==> src/rtl/lookahead_acc_pkg.sv <==
// Shared types and constants for the lookahead accumulator.
// State encoding and lookahead group size.
package lookahead_acc_pkg;

  typedef enum logic [1:0] {
    ACCUM = 2'd0,
    DRAIN = 2'd1,
    HOLD  = 2'd2
  } state_t;

  localparam int LA_GROUP = 2;

endpackage

==> src/rtl/la_add_slice.sv <==
// N-bit adder from 2-bit lookahead groups; group carries ripple.
// Exposes carry-out and carry into the MSB for overflow detection.
module la_add_slice
  import lookahead_acc_pkg::*;
#(
  parameter int N = 8
) (
  input  logic [N-1:0] a,
  input  logic [N-1:0] b,
  input  logic         cin,
  output logic [N-1:0] sum,
  output logic         cout,
  output logic         cmsb
);

  localparam int G = N / LA_GROUP;

  logic [N-1:0] g;
  logic [N-1:0] p;
  logic [N-1:0] c;
  logic [G:0]   gc;

  assign g     = a & b;
  assign p     = a ^ b;
  assign gc[0] = cin;

  for (genvar i = 0; i < G; i++) begin : grp
    localparam int B = i * LA_GROUP;
    assign c[B]    = gc[i];
    assign c[B+1]  = g[B] | (p[B] & gc[i]);
    assign gc[i+1] = g[B+1]
                   | (p[B+1] & g[B])
                   | (p[B+1] & p[B] & gc[i]);
  end

  assign sum  = p ^ c;
  assign cout = gc[G];
  assign cmsb = c[N-1];

endmodule

==> src/rtl/lookahead_accumulator.sv <==
// Streaming signed accumulator; high half trails low half by one
// cycle so one operand is accepted per cycle.
module lookahead_accumulator
  import lookahead_acc_pkg::*;
#(
  parameter int WIDTH     = 8,
  parameter int ACC_WIDTH = 16
) (
  input  logic                 clk,
  input  logic                 rst,
  input  logic                 in_valid,
  output logic                 in_ready,
  input  logic [WIDTH-1:0]     in_data,
  input  logic                 in_sub,
  input  logic                 in_last,
  output logic                 out_valid,
  input  logic                 out_ready,
  output logic [ACC_WIDTH-1:0] out_data,
  output logic                 out_ovf
);

  localparam int LO = ACC_WIDTH / 2;

  state_t state;

  logic [LO-1:0] acc_lo;
  logic [LO-1:0] acc_hi;
  logic [LO-1:0] op_hi_r;
  logic          c_lo_r;
  logic          ovf_sticky;

  logic signed [ACC_WIDTH-1:0] op;
  logic [ACC_WIDTH-1:0]        opx;
  logic [LO-1:0]               lo_sum;
  logic                        c_lo;
  logic                        lo_msb_unused;
  logic [LO-1:0]               hi_next;
  logic                        hi_cout;
  logic                        hi_cmsb;
  logic                        ovf_now;

  assign op       = ACC_WIDTH'($signed(in_data));
  assign opx      = in_sub ? ~op : op;
  assign in_ready = (state == ACCUM);
  assign ovf_now  = hi_cout ^ hi_cmsb;

  la_add_slice #(.N(LO)) u_lo (
    .a    (acc_lo),
    .b    (opx[LO-1:0]),
    .cin  (in_sub),
    .sum  (lo_sum),
    .cout (c_lo),
    .cmsb (lo_msb_unused)
  );

  la_add_slice #(.N(LO)) u_hi (
    .a    (acc_hi),
    .b    (op_hi_r),
    .cin  (c_lo_r),
    .sum  (hi_next),
    .cout (hi_cout),
    .cmsb (hi_cmsb)
  );

  always_ff @(posedge clk) begin
    if (rst) begin
      state      <= ACCUM;
      acc_lo     <= '0;
      acc_hi     <= '0;
      op_hi_r    <= '0;
      c_lo_r     <= 1'b0;
      ovf_sticky <= 1'b0;
      out_valid  <= 1'b0;
      out_data   <= '0;
      out_ovf    <= 1'b0;
    end else begin
      unique case (state)
        ACCUM: begin
          // idle cycles feed zero into the high half
          acc_hi     <= hi_next;
          ovf_sticky <= ovf_sticky | ovf_now;
          if (in_valid) begin
            acc_lo  <= lo_sum;
            op_hi_r <= opx[ACC_WIDTH-1:LO];
            c_lo_r  <= c_lo;
            if (in_last) state <= DRAIN;
          end else begin
            op_hi_r <= '0;
            c_lo_r  <= 1'b0;
          end
        end
        DRAIN: begin
          out_data   <= {hi_next, acc_lo};
          out_ovf    <= ovf_sticky | ovf_now;
          out_valid  <= 1'b1;
          acc_lo     <= '0;
          acc_hi     <= '0;
          op_hi_r    <= '0;
          c_lo_r     <= 1'b0;
          ovf_sticky <= 1'b0;
          state      <= HOLD;
        end
        HOLD: begin
          if (out_ready) begin
            out_valid <= 1'b0;
            state     <= ACCUM;
          end
        end
        default: state <= ACCUM;
      endcase
    end
  end

endmodule

==> config.mk <==
export PLATFORM = sky130hd
export DESIGN_NAME = lookahead_accumulator
export DESIGN_NICKNAME = d
export VERILOG_FILES = /design/src/rtl/lookahead_acc_pkg.sv /design/src/rtl/la_add_slice.sv /design/src/rtl/lookahead_accumulator.sv
export SDC_FILE = /design/constraint.sdc
export NUM_CORES = 1
export LEC_CHECK = 0
export ABC_AREA = 1
export CORE_MARGIN = 2
export CORE_UTILIZATION = 38
export DETAILED_ROUTE_END_ITERATION = 12
export HOLD_SLACK_MARGIN = 0.12
export PLACE_DENSITY_LB_ADDON = 0.25
export SLEW_MARGIN = 20
export SYNTH_ARGS = -nofsm -noshare
export SYNTH_HDL_FRONTEND = slang
export SYNTH_SLANG_ARGS = --single-unit
==> constraint.sdc <==
create_clock -name clk -period 4.3 [get_ports clk]
set_input_delay 0.43 -clock clk [delete_from_list [all_inputs] [get_ports clk]]
set_output_delay 0.43 -clock clk [all_outputs]
set_load 0.02 [all_outputs]
* Yosys cells after proc, flatten, opt, wreduce, memory -nomap -nowiden
Cells that the tools add are included.
** Word-level totals
- Bits in registers :: 46
- Latch bits :: 0
- RAM bits :: 0
- Memory bits (read-only) :: 0
- Input bits :: 14
- Output and inout bits :: 19
- Logic and storage cells :: 100
- Memories :: 0
** Operators by class
- Add/sub/neg operators :: 0
- $mul :: 0
- Divide/modulo/power cells :: 0
- Magnitude comparators :: 0
- Equal/unequal tests :: 5
- Shift operators :: 0
- Muxes and demuxes :: 15
- Bitwise logic cells :: 65
- Reductions and logical operators :: 6
** Operators by type and width (count)
- 8-bit case mux with 2 select lines :: 3
- 1-bit AND :: 32
- 8-bit XOR :: 4
- 1-bit OR :: 25
- 8-bit AND :: 2
- 16-bit 2-to-1 mux :: 1
- 8-bit 2-to-1 mux :: 2
- 8-bit NOT with 16-bit output :: 1
- 2-bit 2-to-1 mux :: 3
- 1-bit case mux with 2 select lines :: 3
- 2-bit case mux with 3 select lines :: 1
- 2-bit != test (second input constant) :: 2
- 2-bit AND reduction :: 2
- 2-bit nonzero test :: 2
- 3-bit AND reduction :: 1
- 2-bit by 1-bit equality test with 1-bit output (second input constant) :: 1
- 2-bit equality test (second input constant) :: 1
- 2-bit logical NOT :: 1
- 1-bit 2-to-1 mux :: 2
- 2-bit by 1-bit != test with 1-bit output (second input constant) :: 1
- 1-bit XOR :: 1

* Longest topological paths before layout
Gate-level depths: netlist of the first run.
- Depth after elaboration :: 15
- Depth in mapped cells :: 14

* By module
Synthesis of the first run repeated with hierarchy kept, for this count alone.
** Second synthesis, totals
- Cell total of the unflattened synthesis :: 298
- Area total of the unflattened synthesis :: 2242.2 µm²
** By module, submodules not included
- lookahead_accumulator :: times used 1, cells an instance 190, area an instance 1516.5 µm², sequential area each 780.7 µm²
- la_add_slice :: times used 2, cells an instance 54, area an instance 362.8 µm², sequential area each 0.0 µm²

* Least setup slack after synthesis of the first run
Ideal clock, no wire load.
- Path kind :: input-to-reg
- Start :: input port in_sub
- End :: register acc_lo[6]
- Setup time :: 0.071 ns
- Data arrival time :: 2.326 ns
- Required time :: 4.229 ns
- Slack :: 1.902 ns
- Stages on the path :: 13
- Buffers on the path :: 1
- Cell sequence :: buf_4 > xor2_1 > ha_1 > a21oi_1 > o21bai_2 > nand3_1 > nand2_1 > nand2_1 > nand2_1 > inv_1 > fa_1 > or2_1 > a21oi_1
** Between the ends
- Word-level cells in the longest chain between the ends :: 12
- Elaborated cells between the ends (all ways) :: 21
- Classes of those cells :: mux: 3; bitwise: 18
** Ends and longest elaborated chain
- start, declared :: RTL line lookahead_accumulator.sv:14 : input logic in_sub,
- 16-bit 2-to-1 mux :: RTL line lookahead_accumulator.sv:43 : assign opx = in_sub ? ~op : op;
- 8-bit XOR or 8-bit AND (tied branches) :: RTL line la_add_slice.sv:24, la_add_slice.sv:23
- 1-bit AND, on equally long branches :: RTL line la_add_slice.sv:32, la_add_slice.sv:33
- 1-bit OR or 1-bit AND (tied branches) :: RTL line la_add_slice.sv:32, la_add_slice.sv:33
- 1-bit OR :: RTL line la_add_slice.sv:33 : | (p[B+1] & p[B] & gc[i]);
- 1-bit AND :: RTL line la_add_slice.sv:33
- 1-bit OR :: RTL line la_add_slice.sv:33
- 1-bit AND :: RTL line la_add_slice.sv:33
- 1-bit OR :: RTL line la_add_slice.sv:33
- 8-bit XOR * :: RTL line la_add_slice.sv:36 : assign sum = p ^ c;
- 8-bit 2-to-1 mux * :: RTL line lookahead_accumulator.sv:82 : if (in_valid) begin
- 8-bit case mux with 2 select lines * :: RTL line lookahead_accumulator.sv:77 : unique case (state)
- end signal, assigned :: RTL line lookahead_accumulator.sv:83 : acc_lo <= lo_sum;
- end, declared :: RTL line lookahead_accumulator.sv:26 : logic [LO-1:0] acc_lo;
Every way passes the cells marked *; elsewhere a longest branch is shown, timed or not. The select of a mux whose other input is x is not followed.
A chain may end at the register's enable or synchronous reset.

* Worst setup path in the final report of the first run
Same ends and word-level chain as after synthesis.

==> impl_metrics.tcl, run 1 <==
set metrics [dict create \
    cts.sinks 39 \
    clock_path_buffers 2 \
    fp-row-count 27 \
    ir_worst_vdd_mv 0.126 \
    wl_met2_microns 2040 \
    final_core_util_pct 47.3 \
    n_antenna_cell 0 \
    worst_skew_pair.late_latency_ns 0.29 \
    rr_startpoint "op_hi_r[6]" \
    syn_nets 298 \
    hp-start "acc_hi[7]" \
    hold_path_end "acc_hi[7]" \
    wl_per_cell_microns 12.0 \
    dp_hpwl_microns 3090 \
    slew_viol_final 0 \
    drt-pass1-iter-count 4 \
    rrSetupSlack_ns 2.02 \
    async_flop_share_pct 0 \
    worst_path_max_delay_cell "clkdlybuf4s50_1" \
    vias_per_cell 4.68 \
    ant_nets 0 \
    worstHoldPathCells 2 \
    post_cts_buffers 0 \
    grt_pass1_wl_microns 7460 \
    final_net_count 330 \
    setup_tns_ns 0 \
    wl_met1_microns 2110 \
    fin_crit_sh_pct 68.7 \
    wl_met3_microns 117 \
    path_max_fanout 11 \
    worstMarginPinSlew_ns 0.737 \
    hold_buffers 0 \
    synthCells 261 \
    gr-total-overflow 0 \
    power_uw 868 \
    die_area_sq_um 6200 \
    die_h_microns 78.8 \
    drt-initial-drc-count 47 \
    grt_usage_pct 15.1 \
    vias 1704 \
    drive_above_1_share_pct 7.53 \
    leakage_nw 1.13 \
    r2r_cells 11 \
    die_w_microns 78.8 \
    grt_max_degree 27 \
    numCtsBuffers 5 \
    endpoint_kind "flop" \
    cpPeakStageDelay_ns 0.71 \
    drt_wl_total_microns 4370 \
    cts_resized 0 \
    cp.arrival_ns 3.17 \
    maxCapViolations 0 \
    required_ns 4.52 \
    synth_edf_count 0 \
    setup_viol 0 \
    synth_area_per_cell_sq_um 8.14 \
    port_buffers 32 \
    core_area_sq_um 5440 \
    hold_viol_final 0 \
    grt_pass1_vias 1660 \
    cpMostUsedCell "nand2_1" \
    path_cells "clkdlybuf4s50_1 > xor2_1 > ha_1 > a21oi_1 > o21bai_2 > nand3_1 > nand2_1 > nand2_1 > nand2_1 > inv_1 > fa_1 > or2_1 > a21oi_1" \
    synth_seq_area_share_pct 36.8 \
    syn_to_final_growth_pct 21.0 \
    antenna_found_initial 0 \
    synth_area_sq_um 2120 \
    htree_levels 2 \
    power_density_nw_per_um2 338 \
    fillerInstances 545 \
    cts.clk_slew.worst_paths_ns 0.07 \
    layout_min_cycle_time_ns 2.95 \
    synth-seq-cells 39 \
    synthFlopType "dfxtp_1" \
    drc_errors 0 \
    hold_class "reg2reg" \
    fmax_mhz 339 \
    synth.distinct_cells 27 \
    criticalPathCategory "in2reg" \
    routed.top_layer "met4" \
    finalWeightedCongestion 0.777 \
    start_kind "input pin" \
    initial_core_util_pct 39.0 \
    cts-root-buf "clkbuf_8" \
    yosys_warnings 0 \
    ios 33 \
    max_slew_margin_pct 50.7 \
    rsz0062_at_grt "false" \
    cts_tree "built" \
    clock_skew_ns 0.00351 \
    status "completed" \
    rr_endpoint "acc_hi[7]" \
]
[layout make-up]
cell class                 count  area, sq um  area share, %
tap                           72         90.1           3.51
sequential                    39          781           30.4
timing repair buffer          33          328           12.8
multi-input combinational    187         1200           46.6
inverter                      27          101           3.94
clock buffer                   6         72.6           2.82
[power breakdown]
part / switching [mW] / internal [mW] / leakage, nW
clock network: 0.121 / 0.108 / 0.0371
logic: 0.120 / 0.101 / 0.777
registers: 0.0264 / 0.391 / 0.319
[worst max path at each step]
| stage | to | startpoint | slack, ns | depth (start not counted) |
|---|---|---|---|---|
| CTS | acc_lo[6] | in_sub | 1.35 | 13 |
| global placement | acc_lo[6] | in_sub | 1.14 | 13 |
| floorplan | acc_lo[6] | in_sub | 1.90 | 13 |
| finish | acc_lo[6] | in_sub | 1.35 | 13 |
| global route | acc_lo[6] | in_sub | 1.12 | 13 |
| detailed placement | acc_lo[6] | in_sub | 1.05 | 13 |
[cell families (layout without fill, tap and decap cells)]
family                   after synthesis  count (layout)  share of synthesized area (%)
AND/OR/NAND/NOR                       94              94                           19.3
adder cells (fa/ha/maj)               23              23                           16.0
buffers and inverters                 35              66                           6.84
AO/OA/AOI/OAI                         52              52                           13.6
multiplexers                           1               1                          0.471
flip-flops                            39              39                           36.8
XOR/XNOR                              17              17                           7.01
[worst max-delay path, delay by kind of cell]
kind                       cells  cell delay [ns]
AOI/OAI and AO/OA              3             0.41
buffers and inverters          2             0.76
adders and majority gates      2             0.75
and+or+nand+nor                5             0.53
xor gates and xnor gates       1             0.29
[metrics by stage]
stage               hold slack (ns)  worst slack, ns  instance area, sq um  instances
floorplan                     0.441             1.90                  2120        261
global placement              0.451             1.14                  2500        358
detailed placement            0.464             1.05                  2500        358
CTS                           0.478             1.35                  2570        364
global route                  0.503             1.12                  2570        364
finish                        0.472             1.35                  2570        364
[metal layers]
layer / up-vias / track usage, %
li1: 891 / -
met1: 780 / 20.1
met2: 24 / 24.4
met3: 9 / 2.05
met4: 0 / 7.19
met5: - / 0
[flip-flops by register name, summed over array words and instances (netlist names)]
signal	cells
acc_lo	8
state	2
c_lo_r	1
op_hi_r	1
acc_hi	8
out_ovf	1
out_valid	1
out_data	16
ovf_sticky	1
[cell usage in the layout (no fill, tap or decap), drive strengths merged]
| master | synthesis | routed |
|---|---|---|
| nand2 | 55 | 55 |
| dfxtp | 39 | 39 |
| clkdlybuf4s50 | 0 | 32 |
| nor2 | 32 | 32 |
| a21oi | 30 | 30 |
| inv | 26 | 26 |
| o21ai | 17 | 17 |
| ha | 16 | 16 |
| xor2 | 14 | 14 |
| fa | 7 | 7 |
| clkbuf | 3 | 6 |
| nand3 | 4 | 4 |
| xnor2 | 3 | 3 |
| o21a | 3 | 3 |
| or2 | 3 | 3 |
| o21bai | 1 | 1 |
| clkinv | 1 | 1 |
| a211oi | 1 | 1 |
| mux2i | 1 | 1 |
| buf | 5 | 1 |
[synthesized netlist by cell type, types with 2 or more instances]
cell type	number	area, sq um
buf_4	3	22.5
or2_1	3	18.8
nand2_2	3	18.8
inv_1	21	78.8
fa_1	7	140
ha_1	16	200
a21oi_2	2	17.5
nand2_1	52	195
clkbuf_1	3	11.3
xor2_1	14	123
nor2_4	2	22.5
buf_2	2	10.0
dfxtp_1	39	781
o21ai_0	3	15.0
inv_2	5	18.8
xnor2_1	3	26.3
a21oi_1	28	140
nand3_1	3	15.0
o21a_1	3	22.5
o21ai_1	14	70.1
nor2_1	29	109
(Power assumes the default switching activity.)
==> inputs of run 2 (changes only) <==
- clock period: 4.3 -> 2.8 ns (I/O delays scaled with it)
==> run 2 against run 1 <==
Combinational power grew 55%. Register-to-register slack lost 1.5 ns. Worst setup slack worse by 0.95 ns. Sequential share of layout area down 0.35 points. First-iteration DRC count rose by 79%. Non-clock buffer count is 4 higher. Die area unchanged. Global-route usage increased by 0.49 points. Clock skew hardly changed. Critical path depth is 1 lower. Critical path type unchanged. Clock-buffer cell count stayed put.
==> impl_metrics.tcl, run 2 (synthesized netlist as in run 1, its figures left out) <==
set metrics [dict create \
    status "completed" \
    fmax_mhz 416 \
    required_ns 3.03 \
    hold_viol_final 0 \
    grt_pass1_wl_microns 7520 \
    leakage_nw 1.15 \
    cpPeakStageDelay_ns 0.53 \
    ios 33 \
    cts-root-buf "clkbuf_8" \
    power_mw 1.34 \
    die_w_microns 78.8 \
    fin_cells 368 \
    max_slew_margin_pct 56.8 \
    cts.clk_slew.worst_paths_ns 0.07 \
    mostFrequentLayoutCells "nand2_1 (52), dfxtp_1 (39), clkdlybuf4s50_1 (32), nor2_1 (29), a21oi_1 (28)" \
    holdWs_ns 0.462 \
    vias_per_cell 4.54 \
    reg.largest.list "out_data (16), acc_hi (8), acc_lo (8)" \
    port_buffers 32 \
    rsz0062_at_grt "false" \
    ir_worst_vdd_mv 0.231 \
    worst_skew_pair.late_latency_ns 0.29 \
    fin_crit_sh_pct 85.8 \
    rr_startpoint "op_hi_r[6]" \
    path_cells "clkdlybuf4s50_1 > buf_4 > xor2_1 > ha_1 > a21oi_1 > nand2_1 > nand2_1 > nand2_1 > inv_1 > fa_1 > or2_1 > a21oi_1" \
    setup_viol 0 \
    gr-total-overflow 0 \
    cpMostUsedCell "nand2_1" \
    multi_input_area_sq_um 1200 \
    hp-start "acc_hi[7]" \
    criticalPathCategory "in2reg" \
    clock_skew_ns 0.00306 \
    largest_register "out_data" \
    syn_to_final_growth_pct 22.5 \
    drt-pass1-iter-count 4 \
    maxCapViolations 0 \
    rr_endpoint "acc_hi[7]" \
    rrSetupSlack_ns 0.56 \
    power_density_nw_per_um2 515 \
    cp.arrival_ns 2.63 \
    start_kind "input pin" \
    fp-row-count 27 \
    layout_commonest_cell "nand2_1" \
    drt_wl_total_microns 4230 \
    layout_min_cycle_time_ns 2.40 \
    hold_path_end "acc_hi[7]" \
    antenna_found_initial 0 \
    drt-initial-drc-count 84 \
    startpoint "in_sub" \
    hold_class "reg2reg" \
    final_net_count 334 \
    cp_top_family "buffers and inverters" \
    die_h_microns 78.8 \
    finalWeightedCongestion 0.714 \
    post_cts_buffers 0 \
    cts.sinks 39 \
    clock_path_buffers 2 \
    placed_cells 362 \
    drc_errors 0 \
    grt_pass1_vias 1658 \
    ant_nets 0 \
    grt_usage_pct 15.6 \
    n_antenna_cell 0 \
    dp_hpwl_microns 3050 \
    path_buf_inv 3 \
    numCtsBuffers 5 \
    endpoint_kind "flop" \
    drive_above_1_share_pct 8.78 \
    hold_buffers 0 \
    final_area_sq_um 2600 \
    slew_viol_final 0 \
    setup_tns_ns 0 \
    path_max_fanout 8 \
    cts_tree "built" \
    worst_path_max_delay_cell "clkdlybuf4s50_1" \
    htree_levels 2 \
    initial_core_util_pct 39.0 \
    core_area_sq_um 5440 \
    die_area_sq_um 6200 \
    regArea_sq_um 781 \
    worstMarginPinSlew_ns 0.647 \
    wl_per_cell_microns 11.5 \
    vias 1671 \
    r2r_cells 11 \
    largest_register_ffs 16 \
    cts_resized 0 \
    fillerInstances 530 \
    grt_max_degree 23 \
    placed_area_sq_um 2530 \
    worstHoldPathCells 2 \
]
run 2: metal layers:
metal	track usage [%]	wire length, microns	up-vias
met4	5.26	19	0
met1	21.0	2140	748
met5	0	0	-
met2	25.0	1960	21
li1	-	-	900
met3	3.41	114	2
run 2: how the worst max path moves through the flow:
| stage | endpoint | cells after the start | slack (ns) |
|---|---|---|---|
| after global routing | acc_lo[6] | 12 | 0.23 |
| after detailed placement | acc_lo[6] | 12 | 0.09 |
| after CTS | acc_lo[6] | 12 | 0.38 |
| after global placement | acc_lo[6] | 13 | 0.15 |
| final | acc_lo[6] | 12 | 0.40 |
| after floorplan | acc_lo[6] | 13 | 0.55 |
run 2: report_power, final:
group | switching (mW) | internal [mW] | total (mW)
Sequential | 0.0391 | 0.601 | 0.640
Combinational | 0.185 | 0.160 | 0.345
Clock | 0.189 | 0.166 | 0.355
Total | 0.413 | 0.927 | 1.34
run 2: worst min-delay path, stage by stage (launching register included):
cell,delay [ns]
dfxtp_1,0.32
nand2_1,0.05
a21oi_1,0.05
run 2: final cells by class:
cell class | instances | area share (%)
multi-input combinational | 187 | 46.1
sequential | 39 | 30.0
timing repair buffer | 37 | 13.8
inverter | 27 | 3.90
tap | 72 | 3.46
clock buffer | 6 | 2.79
run 2: through the flow:
| stage | util [%] | worst slack [ns] |
|---|---|---|
| after floorplan | - | 0.552 |
| after global placement | 46.5 | 0.155 |
| after detailed placement | 46.5 | 0.0888 |
| after CTS | 47.8 | 0.382 |
| after global routing | 47.8 | 0.234 |
| final | 47.8 | 0.397 |
